$ cat src/rtl/multipli_top.sv
// -----------------------------------------------------------------------------
// multipli_top
//   Sequential signed multiplier using radix-2 Booth recoding. One
//   add/subtract and one arithmetic right shift per clock, so a product
//   takes B_bits iteration cycles plus an INIT and a DONE cycle.
//
// Ports
//   CLK       in   rising-edge clock for all state
//   RESET_N   in   asynchronous active-low reset
//   start     in   request a multiplication (level; one product per assertion)
//   A         in   signed multiplicand, A_bits wide
//   B         in   signed multiplier, B_bits wide
//   S         out  signed product, A_bits+B_bits wide, held until next DONE
//   fin_mult  out  one-cycle pulse, S valid while high
// -----------------------------------------------------------------------------
module multipli_top #(
    parameter int A_bits = 8,
    parameter int B_bits = 8
) (
    input  logic                            CLK,
    input  logic                            RESET_N,
    input  logic                            start,
    input  logic signed [A_bits-1:0]        A,
    input  logic signed [B_bits-1:0]        B,
    output logic signed [A_bits+B_bits-1:0] S,
    output logic                            fin_mult
);

    localparam int CW = $clog2(B_bits + 1);

    localparam logic [2:0] IDLE     = 3'd0;
    localparam logic [2:0] INIT     = 3'd1;
    localparam logic [2:0] ITER     = 3'd2;
    localparam logic [2:0] DONE     = 3'd3;
    localparam logic [2:0] WAIT_LOW = 3'd4;

    logic [2:0]               state_q,  state_d;
    // Multiplicand and accumulator high half carry one extra bit so that
    // subtracting the most negative A never overflows.
    logic [A_bits:0]          mcand_q,  mcand_d;
    logic [A_bits:0]          hi_q,     hi_d;
    logic [B_bits-1:0]        lo_q,     lo_d;
    logic                     qm1_q,    qm1_d;
    logic [CW-1:0]            cnt_q,    cnt_d;
    logic [A_bits+B_bits-1:0] s_q,      s_d;
    logic                     fin_q,    fin_d;

    logic [A_bits:0]          hi_sum;
    logic [A_bits:0]          hi_diff;
    logic [A_bits:0]          hi_op;

    assign hi_sum  = hi_q + mcand_q;
    assign hi_diff = hi_q - mcand_q;

    always_comb begin
        state_d = state_q;
        mcand_d = mcand_q;
        hi_d    = hi_q;
        lo_d    = lo_q;
        qm1_d   = qm1_q;
        cnt_d   = cnt_q;
        s_d     = s_q;
        fin_d   = 1'b0;
        hi_op   = hi_q;

        case (state_q)
            IDLE: begin
                if (start) begin
                    state_d = INIT;
                end
            end

            INIT: begin
                mcand_d = {A[A_bits-1], A};
                hi_d    = '0;
                lo_d    = B;
                qm1_d   = 1'b0;
                cnt_d   = CW'(B_bits);
                state_d = ITER;
            end

            ITER: begin
                case ({lo_q[0], qm1_q})
                    2'b10:   hi_op = hi_diff;
                    2'b01:   hi_op = hi_sum;
                    default: hi_op = hi_q;
                endcase
                // Arithmetic shift of {hi, lo, q(-1)}: replicate the sign bit.
                {hi_d, lo_d, qm1_d} = {hi_op[A_bits], hi_op, lo_q};
                cnt_d = cnt_q - CW'(1);
                if (cnt_q == CW'(1)) begin
                    state_d = DONE;
                end
            end

            DONE: begin
                // The extra high bit is only sign redundancy at this point.
                s_d     = {hi_q[A_bits-1:0], lo_q};
                fin_d   = 1'b1;
                state_d = WAIT_LOW;
            end

            WAIT_LOW: begin
                if (!start) begin
                    state_d = IDLE;
                end
            end

            default: begin
                state_d = IDLE;
            end
        endcase
    end

    always_ff @(posedge CLK or negedge RESET_N) begin
        if (!RESET_N) begin
            state_q <= IDLE;
            mcand_q <= '0;
            hi_q    <= '0;
            lo_q    <= '0;
            qm1_q   <= 1'b0;
            cnt_q   <= '0;
            s_q     <= '0;
            fin_q   <= 1'b0;
        end else begin
            state_q <= state_d;
            mcand_q <= mcand_d;
            hi_q    <= hi_d;
            lo_q    <= lo_d;
            qm1_q   <= qm1_d;
            cnt_q   <= cnt_d;
            s_q     <= s_d;
            fin_q   <= fin_d;
        end
    end

    assign S        = s_q;
    assign fin_mult = fin_q;

endmodule

$ cat config.mk
export PLATFORM = sky130hd
export DESIGN_NAME = multipli_top
export DESIGN_NICKNAME = d
export VERILOG_FILES = /design/src/rtl/multipli_top.sv
export SDC_FILE = /design/constraint.sdc
export NUM_CORES = 1
export LEC_CHECK = 0
export CORE_MARGIN = 4
export CORE_UTILIZATION = 50
export DETAILED_ROUTE_END_ITERATION = 8
export PLACE_DENSITY = 0.76
export SLEW_MARGIN = 0
export SYNTH_ARGS = -nofsm -noshare
export SYNTH_HDL_FRONTEND = slang
export SYNTH_SLANG_ARGS = --single-unit
$ cat constraint.sdc
create_clock -name CLK -period 3 [get_ports CLK]
set_clock_uncertainty 0.2 [all_clocks]
set_input_delay 0.6 -clock CLK [delete_from_list [all_inputs] [get_ports CLK]]
set_output_delay 0.6 -clock CLK [all_outputs]
set_load 0.1 [all_outputs]
==> flow_metrics.tcl, run 1 <==
set metrics [dict create \
    synth_top_family_by_area "compound AO/OA/AOI/OAI gates" \
    worstPathMaxFanout 4 \
    cts_hold_buf 0 \
    area_growth_pct 16.9 \
    r2r_cells 9 \
    path_delay_family "compound AO/OA/AOI/OAI gates" \
    synth_top_area_share_pct 45.1 \
    cts.sinks 49 \
    outcome "finished, final reports clean" \
    grt_pass1_wl_um 9290 \
    cp-end-kind "flip-flop" \
    routed_wl_um 5360 \
    path_depth 9 \
    synth_mux_area_share_pct 8.10 \
    io_pins 36 \
    setup_viol 0 \
    worst_pin_slew_ps 782 \
    syn_nets 324 \
    antenna_cells 0 \
    die_area_um2 6680 \
    met2_length_um 2390 \
    grt_pass1_vias 2035 \
    coreArea_um2 5200 \
    dp_worst_setup_slack_ps 109 \
    synth_xor_area_share_pct 2.90 \
    syn_area_per_cell_um2 9.32 \
    drive_gt1_share_pct 17.5 \
    grt_overflow 0 \
    synth_compound_area_share_pct 17.9 \
    grt_setup_unrepaired "no" \
    synth_ff_type "dfrtp_1" \
    final-max-slew-violation-count 0 \
    gp_congestion 0.819 \
    synth_fa_ha_area_share_pct 6.26 \
    tns_ps 0 \
    die_y_um 81.8 \
    final.period_utilization_pct 95.6 \
    final_cells 396 \
    antenna_left 0 \
    antenna_found_initial 0 \
    post_dp_cell_area_um2 3090 \
    rows 26 \
    min-delay-path-class "in2async" \
    via_count 2188 \
    avgViaCountPerCell 5.53 \
    critical_path_arrival_ps 2910 \
    multi_input_area_um2 1400 \
    drt-met1-wl_um 2630 \
    met3WireLength_um 219 \
    drv_cap 0 \
    final_nets 357 \
    post-route-drc-count 0 \
    crit_type "reg2reg" \
    synth.area.top_cells "dfrtp_1 45%, mux2_2 6.6%, a21oi_1 6.1%" \
    synth_top_area_cell "dfrtp_1" \
    dr.pass1.iters 6 \
    netlist-cell-type-count 46 \
    cts_root_buf "clkbuf_8" \
    start_util_pct 52.3 \
    drt_iter0_drc 95 \
    syn_inst 292 \
    cts_tree "yes" \
    wl_per_cell_um 13.5 \
    cts.path.max_buffers 2 \
    synth-seq-cells 49 \
    cp_cell_sequence "inv_1 > ha_1 > mux2_2 > fa_2 > a211oi_4 > o211ai_2 > a21bo_1 > a2111o_1 > nand3_1" \
    slew_headroom_pct 47.8 \
    timing.final.crit_period_ps 2870 \
    fillers 469 \
    grt_max_degree 27 \
    slowest_delay_ps 410 \
    yosysSeqAreaShare_pct 45.1 \
    synth-edff-count 0 \
    yosys_warnings 0 \
    clk_pin_slew_ps 80 \
    dpl.cell_count 387 \
    fmax_mhz 349 \
    cts_buffers 5 \
    synthSimpleGateAreaFrac_pct 16.1 \
    syn_area_um2 2720 \
    io_buffers 35 \
    grtUsageTotal_pct 18.0 \
    crit_buf_inv 1 \
    cp_slowest_cell "dfrtp_1" \
    async_reset_ff_share_pct 100 \
    clkLatencyLatePin_ps 300 \
    regArea_um2 1230 \
    htreeDepth 2 \
    dp_hpwl_um 3970 \
    die_w_um 81.8 \
    fin_ws_ps 131 \
    final_hold_viol_count 0 \
    worstPathRequired_ps 3040 \
    highest_layer "met4" \
    startpoint_type "flip-flop" \
    postLayoutCellArea_um2 3180 \
]
synthesized netlist by cell type (4+ instances only):
cell type   n
nand3_1     4
o21ai_0    12
a21oi_1    33
dfrtp_1    49
nor3_1      6
nor2_1     42
clkbuf_1    8
buf_2       7
xor2_1      8
ha_1       12
inv_1       6
mux2_2     16
mux2i_1     4
o22ai_1     9
a32oi_1     4
nand2_1    31
final cells by class:
type | instances | area share (%)
Timing Repair Buffer | 42 | 11.2
Sequential cell | 49 | 38.6
Multi-Input combinational cell | 219 | 44.0
Tap cell | 70 | 2.75
Inverter | 8 | 0.945
Clock inverter | 2 | 0.315
Clock buffer | 6 | 2.28
worst reg2reg max path: cells and delay by family (launching register included):
family	cells	cell delay, ps
multiplexers	1	300
AND/OR/NAND/NOR	1	80
flip-flops	1	410
adder cells (fa/ha/maj)	2	700
AO/OA/AOI/OAI	4	1030
buffers and inverters	1	80
metrics by stage:
stage               hold WS (ps)  util, %
global route                 123     61.1
detailed placement           288     59.3
CTS                         81.9     60.9
finish                      72.8     61.1
global placement             283     59.3
floorplan                    104        -
flip-flops by register name, indices dropped and copies added, names as in the netlist:
signal / count
S: 16
cnt_q: 4
fin_mult: 1
hi_q: 8
lo_q: 8
mcand_q: 8
qm1_q: 1
state_q: 3
cells in the final DEF, fill, tap and decap left out, types with 2 or more instances in the layout:
master	count
mux2_2	16
or3_1	2
nand3_1	4
o31ai_1	3
nor2b_1	2
buf_4	24
clkinv_2	2
o22ai_1	9
a21oi_1	33
nor2_1	42
a21o_1	2
mux2i_1	4
nor3b_1	2
dfrtp_1	49
a211oi_1	3
clkdlybuf4s50_1	17
nand3b_1	2
ha_1	12
a31oi_1	3
inv_1	6
nand2_1	31
nor3_1	6
xor2_1	8
clkbuf_8	5
a32oi_1	4
o21ai_0	12
worst paths after layout:
kind                            start        to  slack, ps
min in group CLK             cnt_q[3]  cnt_q[3]        300
hold reg to reg              cnt_q[3]  cnt_q[3]        300
hold / removal                RESET_N      S[3]         70
max in group asynchronous     RESET_N     S[15]       1920
setup reg to reg           mcand_q[0]   hi_q[7]        130
setup / recovery           mcand_q[0]   hi_q[7]        130
routing by layer:
layer,GRT usage (%),up-vias
met1,25.1,1037
met5,0,-
met4,9.14,0
li1,-,1095
met2,27.1,46
met3,2.63,10
what timing repair did:
| item | 4_1_cts | 5_1_grt |
|---|---|---|
| endpoints found under the setup margin | 0 | 1 |
| gates resized for setup | 0 | 1 |
| endpoints found under the hold margin | 0 | 0 |
| setup buffers | 0 | 1 |
kinds of logic (layout without fill, tap and decap cells):
family	after synthesis	in the layout
and+or+nand+nor	99	99
AOI/OAI and AO/OA	78	78
DFF	49	49
buffers and inverters	24	58
muxes	20	20
adders and majority gates	13	13
xor gates and xnor gates	9	9
Power of run 1 is not shown: default switching activity piles up to over one toggle a cycle in this logic, so the estimate is an artifact.
==> run 2, diff against run 1 <==
- CELL_PAD_IN_SITES_DETAIL_PLACEMENT: not set -> 1
- CELL_PAD_IN_SITES_GLOBAL_PLACEMENT: not set -> 2
- CORE_UTILIZATION: 50 -> 31
- PLACE_DENSITY: 0.76 -> not set
- PLACE_DENSITY_LB_ADDON: not set -> 0.1
- SLEW_MARGIN: 0 -> 5
==> run 2 against run 1 <==
Via count shrank 1.1%. Core utilization shrank 22 points. Critical endpoint unchanged. Count of clock-buffer cells in the layout is the same. Wire length grew 28%. Largest cell class unchanged. Final area grew 2.8%. Worst setup slack gained 18 ps. Fmax grew 0.64%.
==> flow_metrics.tcl, run 2 (synthesis gave the netlist of run 1 again) <==
set metrics [dict create \
    final_nets 359 \
    worstPathRequired_ps 3040 \
    via_count 2163 \
    final_common_cell "dfrtp_1" \
    drive_gt1_share_pct 18.9 \
    cts_hold_buf 0 \
    io_buffers 35 \
    startpoint_type "flip-flop" \
    tns_ps 0 \
    grt_setup_unrepaired "no" \
    grt_max_degree 33 \
    final.period_utilization_pct 95.0 \
    cp_cell_sequence "inv_2 > ha_2 > mux2_2 > fa_2 > a211oi_4 > o211ai_2 > a21bo_1 > a2111o_1 > nand3_1" \
    antenna_found_initial 0 \
    die_w_um 102 \
    grt_pass1_vias 2274 \
    antenna_cells 0 \
    cts.path.max_buffers 2 \
    rows 33 \
    final_hold_viol_count 0 \
    io_pins 36 \
    worstPathMaxFanout 4 \
    cts_tree "yes" \
    setup.worst_path.start "lo_q[0]" \
    avgViaCountPerCell 5.00 \
    grtUsageTotal_pct 14.4 \
    r2r-end "hi_q[7]" \
    r2r_cells 9 \
    clk_pin_slew_ps 100 \
    min-delay-path-class "in2async" \
    outcome "finished, final reports clean" \
    drv_cap 0 \
    drt_iter0_drc 71 \
    cp-end-kind "flip-flop" \
    largest_reg_flops 16 \
    die_area_um2 10300 \
    cts_buffers 5 \
    post-route-drc-count 0 \
    clkLatencyLatePin_ps 300 \
    slew_headroom_pct 60.4 \
    r2r_start "lo_q[0]" \
    crit_end "hi_q[7]" \
    grt_pass1_wl_um 11800 \
    slowest_delay_ps 410 \
    crit_type "reg2reg" \
    htreeDepth 2 \
    fillers 965 \
    ff2ff_setup_slack_ps 150 \
    cts_root_buf "clkbuf_8" \
    final-max-slew-violation-count 0 \
    worst_pin_slew_ps 594 \
    start_util_pct 32.5 \
    dr.pass1.iters 4 \
    setup_viol 0 \
    cts.sinks 49 \
    gp_congestion 0.772 \
    final_cell_mix "49 x dfrtp_1, 42 x nor2_1, 33 x a21oi_1" \
    grt_overflow 0 \
    coreArea_um2 8380 \
    cp_slowest_cell "dfrtp_1" \
    fmax_mhz 351 \
    antenna_left 0 \
    area_growth_pct 20.1 \
    routed_wl_um 6830 \
    critical_path_arrival_ps 2890 \
    timing.final.crit_period_ps 2850 \
    die_y_um 102 \
    wl_per_cell_um 15.8 \
    dp_hpwl_um 5040 \
]
## run 2: repair_timing
item	4_1_cts	5_1_grt
resized for setup	0	3
setup endpoints to repair	0	1
buffers inserted	0	1
## run 2: worst min path at each step
stage               slack [ps]     from       to  cells after the start
floorplan                  100  RESET_N     S[0]                      0
global placement           280    qm1_q    qm1_q                      2
detailed placement         300     S[6]     S[6]                      1
CTS                        110  RESET_N  lo_q[3]                      1
global route               130  RESET_N  lo_q[3]                      1
finish                      90  RESET_N  lo_q[3]                      1
## run 2: layer usage
| metal | track usage (%) | wire (um) | vias to the layer above | part of all wire, % |
|---|---|---|---|---|
| li1 | - | - | 1095 | - |
| met1 | 21.5 | 3630 | 1032 | 53 |
| met2 | 22.0 | 2920 | 31 | 43 |
| met3 | 2.34 | 222 | 5 | 3.2 |
| met4 | 3.07 | 54 | 0 | 0.79 |
| met5 | 0 | 0 | - | 0 |
## run 2: per-stage QoR
step | hold WS, ps | setup slack, ps | util, % | cell area (um^2) | cells
after floorplan | 104 | 131 | - | 2720 | 292
after global placement | 281 | 131 | 37.7 | 3160 | 424
after detailed placement | 297 | 32.2 | 37.7 | 3160 | 424
after CTS | 109 | 0.384 | 38.8 | 3250 | 432
after global routing | 127 | 9.80 | 39.0 | 3270 | 433
final | 87.3 | 149 | 39.0 | 3270 | 433
## run 2: layout make-up
type	instances	area [um^2]	share of cell area [%]
sequential	49	1230	37.5
timing repair buffer	44	383	11.7
clock inverter	2	13.8	0.421
multi-input combinational	219	1400	42.9
clock buffer	6	82.6	2.53
inverter	8	30.0	0.919
tap	105	131	4.02
## run 2: critical path, delay by kind of cell (launching register included)
family	cells	cell delay (ps)
and+or+nand+nor	1	80
adders and majority gates	2	620
muxes	1	370
AOI/OAI and AO/OA	4	1020
buffers and inverters	1	90
DFF	1	410
Power of run 2 is left out for the same reason.
